[src/rtl/gate_tree_eval.sv]
// Runtime-programmable pipelined binary gate tree: 2**LEVELS leaves reduced to one bit through
// LEVELS ranks of AND/OR/XOR/BUF nodes. Optional golden compare enabled by GATE_TREE_CMP_EN.
module gate_tree_eval #(
  parameter int LEVELS = 3,
  parameter int CNT_W  = 16
) (
  input  logic                 clk,
  input  logic                 rst,
  input  logic                 cfg_start,
  output logic                 cfg_ready,
  input  logic                 cfg_valid,
  input  logic [1:0]           cfg_op,
  output logic                 cfg_done,
  input  logic                 in_valid,
  output logic                 in_ready,
  input  logic [2**LEVELS-1:0] in_data,
  output logic                 out_valid,
  input  logic                 out_ready,
  output logic                 out_data
`ifdef GATE_TREE_CMP_EN
  ,
  input  logic                 in_gold,
  output logic                 out_miss,
  output logic [CNT_W-1:0]     miss_cnt
`endif
);
  localparam int N_IN  = 2**LEVELS;
  localparam int NODES = N_IN - 1;
  localparam int BOT0  = 2**(LEVELS-1) - 1;
  localparam int IDX_W = (NODES > 1) ? $clog2(NODES) : 1;
  localparam logic [IDX_W-1:0] LAST = IDX_W'(NODES - 1);

  typedef enum logic {RUN, LOAD} state_t;

  state_t                  state_q, state_d;
  logic [IDX_W-1:0]        idx_q, idx_d;
  logic [NODES-1:0][1:0]   op_q, op_d;
  logic [NODES-1:0]        val_q, val_d, node_y;
  logic [LEVELS:1]         vld_pipe_q, vld_pipe_d;
  logic                    cfg_done_q, cfg_done_d;
  logic                    advance, accept, start_acc;

  function automatic logic node_eval(input logic [1:0] op, input logic a, input logic b);
    case (op)
      2'b00:   node_eval = a & b;
      2'b01:   node_eval = a | b;
      2'b10:   node_eval = a ^ b;
      default: node_eval = a;
    endcase
  endfunction

  // Bottom rank reads leaves directly; upper ranks read their children's registered values,
  // so each rank is one pipeline stage.
  for (genvar i = 0; i < NODES; i++) begin : g_node
    if (i >= BOT0) begin : g_leaf
      assign node_y[i] = node_eval(op_q[i], in_data[2*(i-BOT0)], in_data[2*(i-BOT0)+1]);
    end else begin : g_inner
      assign node_y[i] = node_eval(op_q[i], val_q[2*i+1], val_q[2*i+2]);
    end
  end

  assign advance   = !vld_pipe_q[LEVELS] | out_ready;
  assign in_ready  = (state_q == RUN) & advance;
  assign cfg_ready = (state_q == RUN) & ~|vld_pipe_q;
  assign accept    = in_valid & in_ready;
  // A vector accepted in the same cycle wins; the start must be re-issued after drain.
  assign start_acc = cfg_start & cfg_ready & ~accept;

  assign out_valid = vld_pipe_q[LEVELS];
  assign out_data  = val_q[0];
  assign cfg_done  = cfg_done_q;

  always_comb begin
    state_d    = state_q;
    idx_d      = idx_q;
    op_d       = op_q;
    cfg_done_d = 1'b0;
    val_d      = advance ? node_y : val_q;
    vld_pipe_d = vld_pipe_q;
    if (advance) begin
      vld_pipe_d[1] = accept;
      for (int k = 2; k <= LEVELS; k++) vld_pipe_d[k] = vld_pipe_q[k-1];
    end
    case (state_q)
      RUN: begin
        if (start_acc) begin
          state_d = LOAD;
          idx_d   = '0;
        end
      end
      default: begin
        if (cfg_start) begin
          idx_d = '0;
        end else if (cfg_valid) begin
          op_d[idx_q] = cfg_op;
          if (idx_q == LAST) begin
            state_d    = RUN;
            idx_d      = '0;
            cfg_done_d = 1'b1;
          end else begin
            idx_d = idx_q + IDX_W'(1);
          end
        end
      end
    endcase
  end

  always_ff @(posedge clk or posedge rst) begin
    if (rst) begin
      state_q    <= RUN;
      idx_q      <= '0;
      op_q       <= '0;
      val_q      <= '0;
      vld_pipe_q <= '0;
      cfg_done_q <= 1'b0;
    end else begin
      state_q    <= state_d;
      idx_q      <= idx_d;
      op_q       <= op_d;
      val_q      <= val_d;
      vld_pipe_q <= vld_pipe_d;
      cfg_done_q <= cfg_done_d;
    end
  end

`ifdef GATE_TREE_CMP_EN
  logic [LEVELS:1]  gold_pipe_q, gold_pipe_d;
  logic [CNT_W-1:0] miss_cnt_q, miss_cnt_d;

  assign out_miss = out_data ^ gold_pipe_q[LEVELS];
  assign miss_cnt = miss_cnt_q;

  always_comb begin
    gold_pipe_d = gold_pipe_q;
    if (advance) begin
      gold_pipe_d[1] = in_gold;
      for (int k = 2; k <= LEVELS; k++) gold_pipe_d[k] = gold_pipe_q[k-1];
    end
    miss_cnt_d = miss_cnt_q;
    if (start_acc)
      miss_cnt_d = '0;
    else if (out_valid && out_ready && out_miss && !(&miss_cnt_q))
      miss_cnt_d = miss_cnt_q + CNT_W'(1);
  end

  always_ff @(posedge clk or posedge rst) begin
    if (rst) begin
      gold_pipe_q <= '0;
      miss_cnt_q  <= '0;
    end else begin
      gold_pipe_q <= gold_pipe_d;
      miss_cnt_q  <= miss_cnt_d;
    end
  end
`endif

endmodule

[config.mk]
export PLATFORM = sky130hd
export DESIGN_NAME = gate_tree_eval
export DESIGN_NICKNAME = d
export VERILOG_FILES = /design/src/rtl/gate_tree_eval.sv
export SDC_FILE = /design/constraint.sdc
export NUM_CORES = 1
export LEC_CHECK = 0
export ABC_AREA = 1
export BUFFER_PORTS_ARGS = -buffer_cell sky130_fd_sc_hd__buf_4
export CAP_MARGIN = 20
export CORE_AREA = 2 2 65 83
export CTS_CLUSTER_SIZE = 24
export DETAILED_ROUTE_END_ITERATION = 8
export DIE_AREA = 0 0 67 85
export HOLD_SLACK_MARGIN = 0.08
export PLACE_DENSITY = 0.51
export SLEW_MARGIN = 20
export SYNTH_ARGS = -nofsm -noshare
export SYNTH_HDL_FRONTEND = slang
export SYNTH_SLANG_ARGS = --single-unit
export TNS_END_PERCENT = 50
[constraint.sdc]
create_clock -name clk -period 1.3 [get_ports clk]
set_clock_uncertainty 0.05 [all_clocks]
set_input_delay 0.13 -clock clk [delete_from_list [all_inputs] [get_ports clk]]
set_output_delay 0.13 -clock clk [all_outputs]
set_load 0.05 [all_outputs]
# After elaboration in Yosys (flattened, before gate mapping)
# Cells that the tools add are included.
# op_classes
add_sub_neg	1
n_lt_le_gt_ge	2
n_eq_ne	16
n_mux	24
bitwise	30
n_reduce_logical	14
# ops
cell	n
case mux 1 bit (3 select lines)	7
2-to-1 mux 3 bit	5
bitwise mux 14 bit	1
equality test 2 x 1 -> 1 bit, second input constant	7
equality test 2 bit, second input constant	7
logical NOT 2 bit	7
AND 1 bit	12
2-to-1 mux 1 bit	9
OR 1 bit	8
bitwise XOR 1 bit	7
demux 2 bit (select 3 bit)	1
less-than comparator 3 x 4 -> 1 bit, second input constant	1
adder 3 x 1 -> 3 bit, second input constant	1
equality test 3 bit, second input constant	1
greater-or-equal comparator 3 x 1 -> 1 bit, second input constant	1
inequality test 3 bit, second input constant	1
NOT 1 bit	3
AND reduction 3 bit	1
OR reduction 3 bit	1
logical NOT 1 bit	2
2-to-1 mux 2 bit	1
AND reduction 2 bit	1
nonzero test 2 bit	1
logical AND 1 bit	1
# word_totals
register_bits	29
in_bits	16
word_cells	99

# Longest topological paths before layout
# Gate-level depths: netlist (run 1).
# depth
depth_word	8
depth_mapped	8
mapped_depth_nobuf	7

# Worst setup path after synthesis (run 1)
# No wires, ideal clock.
# synth_timing
path_kind	reg2out
from	register vld_pipe_q[3] (netlist bit)
to	output in_ready
arrival_ns	1.615
path_slack_ns	-0.495
stages_incl_launch_ff	4
path_buffers	0
cell_sequence	dfrtp_1 > nand2_1 > clkinv_1 > nor2_1
# synth_between
elab_chain_cells	3
# synth_lines
item	line_no	text
start: declaration	39	logic [LEVELS:1] vld_pipe_q, vld_pipe_d;
start signal: assignment	121	vld_pipe_q <= vld_pipe_d;
logical NOT 1 bit	62	assign advance = !vld_pipe_q[LEVELS] | out_ready;
OR 1 bit	62	
AND 1 bit	63	assign in_ready = (state_q == RUN) & advance;
end: declaration	15	output logic in_ready,
# No other way between the ends.

# Final worst setup path (run 1)
# layout_timing
from	register vld_pipe_q[3] (netlist bit)
to	output cfg_ready
# layout_between
elab_chain_cells	3
# layout_lines
item	line_no	text
OR reduction 3 bit	64	assign cfg_ready = (state_q == RUN) & ~|vld_pipe_q;
logical NOT 1 bit	64	
AND 1 bit	64	
end: declaration	10	output logic cfg_ready,
# No other way between the ends.

==> results.cfg, run 1 <==
[place]
gp_congestion = 0.758
dpl.hpwl_um = 2490
port_buffers = 20

[logic_synthesis]
yosysSeqAreaShare_pct = 43.4
syn-num-nets = 244
ys_ff_latch = 29
yosysTopAreaCell = dfrtp_1
synth.avg_cell_area_um2 = 7.82
synth_cell_type_count = 18
yosys_warnings = 0
synth_top_area_share_pct = 43.4
syn_area_mm2 = 0.00167
synthTopCellsByArea = dfrtp_1, nand2_1, ha_1, inv_1, nand3_1
synth_cells = 214

[worst_setup_path]
worstRegToRegCells = 6
path_max_fanout = 3
arrival_ns = 1.13
critPathKind = reg -> out
worst_setup_path_end_kind = output port
r2r_start = state_q
worstSetupStartpointType = register
required_ns = 1.12
r2r_end = op_q[1]
reg2reg_slack_ns = 0.04

[cells_and_area]
drive_above_1_share_pct = 22.0
multi_input_area_um2 = 823
mostFrequentLayoutCell = nand2_1
final_nets = 283
area_growth_pct = 28.9
final.fill_count = 516
most-common-layout-cells = nand2_1, inv_1, dfrtp_1
antenna_cells = 0
register_area_um2 = 728

[cts]
clk_latency_ns = 0.28
cts_max_level = 2
tritoncts = done
clock_path_buffers = 2
path_clk_slew_ns = 0.07
root_buffer = clkbuf_8
cts_buffers = 5
clkSinkCount = 29

[pwr]
powerDensity_mw_per_mm2 = 1880
max-vdd-ir-drop_uv = 869
p_int_mw = 2.38
power_frac_clock_pct = 19.1
sequentialPowerShare_pct = 38.5
p_leak_nw = 1.14
finalPower_mw = 4.05
p_sw_share_pct = 41.3
p_sw_mw = 1.67
comb_power_share_pct = 42.4

[die]
initial_utilization_pct = 33.9
row_count = 29
die_y_um = 85
core_area_mm2 = 0.00493
fp.dieArea_mm2 = 0.00570
io_pins = 21
die_x_um = 67

[grt]
grt_pass1_wl_um = 6020
grtUsageTotal_pct = 13.9
grt_max_degree = 21
grt_pass1_vias = 1321
antenna_found_initial = 0
grt_overflow = 0

[timing]
finalSetupViolCount = 1
min_period_ns = 1.31
max_freq_mhz = 764
maxSlewViolCount = 0
fin_tns_setup_ns = -0.00949
period_share_pct = 101
worst_slew_pin_slew_ns = 0.475
setup_slack_ns = -0.00949
hold_viol = 0
rsz0062_at_grt = yes
slew_headroom_pct = 68.0

[routing]
vias = 1413
route.detailed.drc = 0
final_antenna_net_count = 0
routed_wl_um = 3460
wl_per_cell_um = 11.0
vias_per_cell = 4.47
first_iter_violations = 36
drt-pass1-iter-count = 5

[min_path]
hold_path_end = val_q[3]
whs_path_depth = 5
min_from = in_data[0]
hold_class = in -> reg

[status]
violations = negative setup slack
status = finished with violations

[job]
max-cap-violations = 0
==> cells in the mapped netlist <==
| master | n |
|---|---|
| inv_1 | 34 |
| a21oi_1 | 9 |
| clkinv_1 | 1 |
| o21ai_0 | 20 |
| nand3_1 | 23 |
| nor3_4 | 1 |
| nand2_1 | 61 |
| nand3_4 | 1 |
| buf_6 | 1 |
| dfrtp_1 | 29 |
| nor2_1 | 5 |
| o21ai_1 | 4 |
| nand2_2 | 2 |
| nor2_2 | 3 |
| nor3_2 | 2 |
| buf_2 | 1 |
| inv_2 | 3 |
| ha_1 | 14 |
==> power by group through the flow <==
stage | combinational [mW] | clock, mW | sequential (mW)
after floorplan | 1.10 | 0 | 1.60
after global placement | 1.54 | 0 | 1.58
after detailed placement | 1.55 | 0 | 1.59
after CTS | 1.66 | 0.797 | 1.56
after global routing | 1.99 | 0.844 | 1.62
final | 1.72 | 0.773 | 1.56
==> per-stage QoR <==
step / util, % / hold slack, ns / worst slack (ns) / area (um^2) / instances
2_1_floorplan: - / 0.158 / 0.0287 / 1680 / 214
3_3_place_gp: 39.4 / 0.103 / 0.127 / 1940 / 299
3_5_place_dp: 39.4 / 0.107 / 0.0991 / 1940 / 299
4_1_cts: 42.6 / 0.0861 / 0.00424 / 2100 / 313
5_1_grt: 43.7 / 0.183 / -0.0662 / 2160 / 316
6_report: 43.7 / 0.163 / -0.00949 / 2160 / 316
==> logic make-up after synthesis <==
logic type / share of synthesized area, %
and+or+nand+nor: 26.8
buffers and inverters: 9.50
AOI/OAI and AO/OA: 9.87
DFF: 43.4
adders and majority gates: 10.5
==> flip-flops by register name (all words and copies together), names as in the netlist <==
name / cells
cfg_done: 1
vld_pipe_q: 3
state_q: 1
op_q: 14
idx_q: 3
val_q: 7
==> how the worst max path moves through the flow <==
stage,from,endpoint,slack (ns),cells past startpoint
global placement,state_q,op_q[0],0.13,5
finish,vld_pipe_q[3],cfg_ready,-0.009,4
detailed placement,state_q,op_q[1],0.1,5
floorplan,vld_pipe_q[3],in_ready,0.03,3
global route,vld_pipe_q[3],cfg_ready,-0.07,4
CTS,vld_pipe_q[3],cfg_ready,0.004,4
==> critical path, stage by stage, from the launching register on <==
cell and delay, ns:
dfrtp_2 0.43, nor2_2 0.11, nand2_1 0.08, inv_1 0.07
buf_6 0.15
==> final cells by class <==
| type | instances | share of cell area (%) |
|---|---|---|
| inverter | 38 | 6.67 |
| multi-input combinational | 145 | 38.2 |
| sequential | 29 | 33.8 |
| tap | 62 | 3.60 |
| timing repair buffer | 34 | 13.6 |
| clock buffer | 8 | 4.18 |
==> what timing repair did <==
item / 4_1_cts / 5_1_grt
setup buffers: 3 / 2
setup endpoints to repair: 2 / 9
cloned: 0 / 0
hold buffers: 3 / 1
pin swaps: 3 / 2
gates resized for setup: 5 / 6
endpoints found under the hold margin: 15 / 1
==> metal layers <==
layer / GRT usage, % / wire length [um] / vias to the layer above
met5: 0 / 0 / -
met4: 5.19 / 59 / 0
met3: 4.11 / 117 / 6
met2: 22.1 / 1800 / 20
met1: 17.7 / 1490 / 635
li1: - / - / 752
(Power assumes the default switching activity.)
==> run 2, diff against run 1 <==
--- a/config.mk
+++ b/config.mk
@@ -13,6 +13,7 @@
 export DETAILED_ROUTE_END_ITERATION = 8
 export DIE_AREA = 0 0 67 85
 export HOLD_SLACK_MARGIN = 0.08
+export MAX_ROUTING_LAYER = met4
 export PLACE_DENSITY = 0.51
 export SLEW_MARGIN = 20
 export SYNTH_ARGS = -nofsm -noshare
==> run 2 against run 1 <==
- the run still ends with negative setup slack left
- register-to-register slack about the same
- clock-buffer cell count is the same
- via count stayed put
- critical endpoint unchanged
- highest routed layer unchanged
==> results.cfg, run 2 (synthesis results as in run 1) <==
[grt]
grt_pass1_wl_um = 6020
grtUsageTotal_pct = 14.3
grt_pass1_vias = 1321
grt_max_degree = 21
grt_overflow = 0
antenna_found_initial = 0

[cts]
root_buffer = clkbuf_8
path_clk_slew_ns = 0.07
tritoncts = done
clock_path_buffers = 2
cts_max_level = 2
cts_buffers = 5
clk_latency_ns = 0.28
clkSinkCount = 29

[worst_setup_path]
worst_setup_path_end_kind = output port
cpPeakStageDelay_ns = 0.43
critPathKind = reg -> out
r2r_end = op_q[1]
worstSetupStartpointType = register
worstRegToRegCells = 6
required_ns = 1.12
path_max_fanout = 3
arrival_ns = 1.13
reg2reg_slack_ns = 0.04
slowest_stage = dfrtp_2
path_cells = nor2_2, nand2_1, inv_1, buf_6
r2r_start = state_q

[timing]
hold_viol = 0
rsz0062_at_grt = yes
maxSlewViolCount = 0
period_share_pct = 101
min_period_ns = 1.31
slew_headroom_pct = 68.0
finalSetupViolCount = 1
worst_slew_pin_slew_ns = 0.475
setup_slack_ns = -0.00949
max_freq_mhz = 764
fin_tns_setup_ns = -0.00949
holdWs_ns = 0.163

[cells_and_area]
area_growth_pct = 28.9
largest_reg_flops = 14
most-common-layout-cells = nand2_1, inv_1, dfrtp_1
multi_input_area_um2 = 823
stdcell_area_mm2 = 0.00216
reg_top3 = op_q: 14 flops, val_q: 7 flops
register_area_um2 = 728
antenna_cells = 0
drive_above_1_share_pct = 22.0
layout.cells.non_filler = 316
mostFrequentLayoutCell = nand2_1
final.fill_count = 516
fin_util_pct = 43.7
top_register = op_q
final_nets = 283

[min_path]
hold_path_end = val_q[3]
min_from = in_data[0]
whs_path_depth = 5
hold_class = in -> reg

[routing]
first_iter_violations = 36
vias = 1413
wl_per_cell_um = 11.0
routed_wl_um = 3460
drt-pass1-iter-count = 5
route.detailed.drc = 0
final_antenna_net_count = 0
vias_per_cell = 4.47

[pwr]
comb_power_share_pct = 42.4
p_sw_mw = 1.67
sequentialPowerShare_pct = 38.5
p_leak_nw = 1.14
p_sw_share_pct = 41.3
powerDensity_mw_per_mm2 = 1880
finalPower_mw = 4.05
power_frac_clock_pct = 19.1
p_int_mw = 2.38
max-vdd-ir-drop_uv = 869

[place]
dpl.cell_count = 299
pre_cts_ws_ns = 0.0991
dpl.hpwl_um = 2490
gp_congestion = 0.768
port_buffers = 20
dpl_cell_area_mm2 = 0.00194

[status]
violations = negative setup slack
status = finished with violations

[die]
fp.dieArea_mm2 = 0.00570
row_count = 29
io_pins = 21
die_y_um = 85
die_x_um = 67
initial_utilization_pct = 33.9
core_area_mm2 = 0.00493

[job]
max-cap-violations = 0
==> run 2: cell counts in the layout (fill, tap and decap cells not counted) <==
No cell type changed its count.
==> run 2: repair_timing <==
item	4_1_cts	5_1_grt
hold endpoints to repair	15	1
setup endpoints to repair	2	9
gates resized for setup	5	6
setup buffers	3	2
pin swaps	3	2
hold buffers	3	1
==> run 2: final cells by class <==
class / count / share of cell area [%]
multi-input cells: 145 / 38.2
flip-flops and latches: 29 / 33.8
repair buffers: 34 / 13.6
inverters: 38 / 6.67
clock buffers: 8 / 4.18
well taps: 62 / 3.60
==> run 2: critical path, delay by kind of cell (launching register included) <==
kind / cells / cell delay (ns)
AND/OR/NAND/NOR: 2 / 0.19
buffers and inverters: 2 / 0.22
flip-flops: 1 / 0.43
==> run 2: power by group through the flow <==
stage	Combinational, mW	Clock (mW)	Sequential [mW]
floorplan	1.10	0	1.60
global placement	1.54	0	1.58
detailed placement	1.55	0	1.59
CTS	1.66	0.797	1.56
global route	1.99	0.844	1.62
finish	1.72	0.773	1.56
==> run 2: how the worst max path moves through the flow <==
stage	slack, ns	endpoint	from	cells after the start
2_1_floorplan	0.03	in_ready	vld_pipe_q[3]	3
3_3_place_gp	0.13	op_q[0]	state_q	5
3_5_place_dp	0.1	op_q[1]	state_q	5
4_1_cts	0.004	cfg_ready	vld_pipe_q[3]	4
5_1_grt	-0.07	cfg_ready	vld_pipe_q[3]	4
6_report	-0.009	cfg_ready	vld_pipe_q[3]	4
==> run 2: layer usage <==
layer	global-route usage (%)	vias to the layer above	share of wire (%)
met1	17.8	635	43
li1	-	752	-
met2	22.1	20	52
met5	-	-	0
met3	3.98	6	3.2
met4	5.19	0	1.7
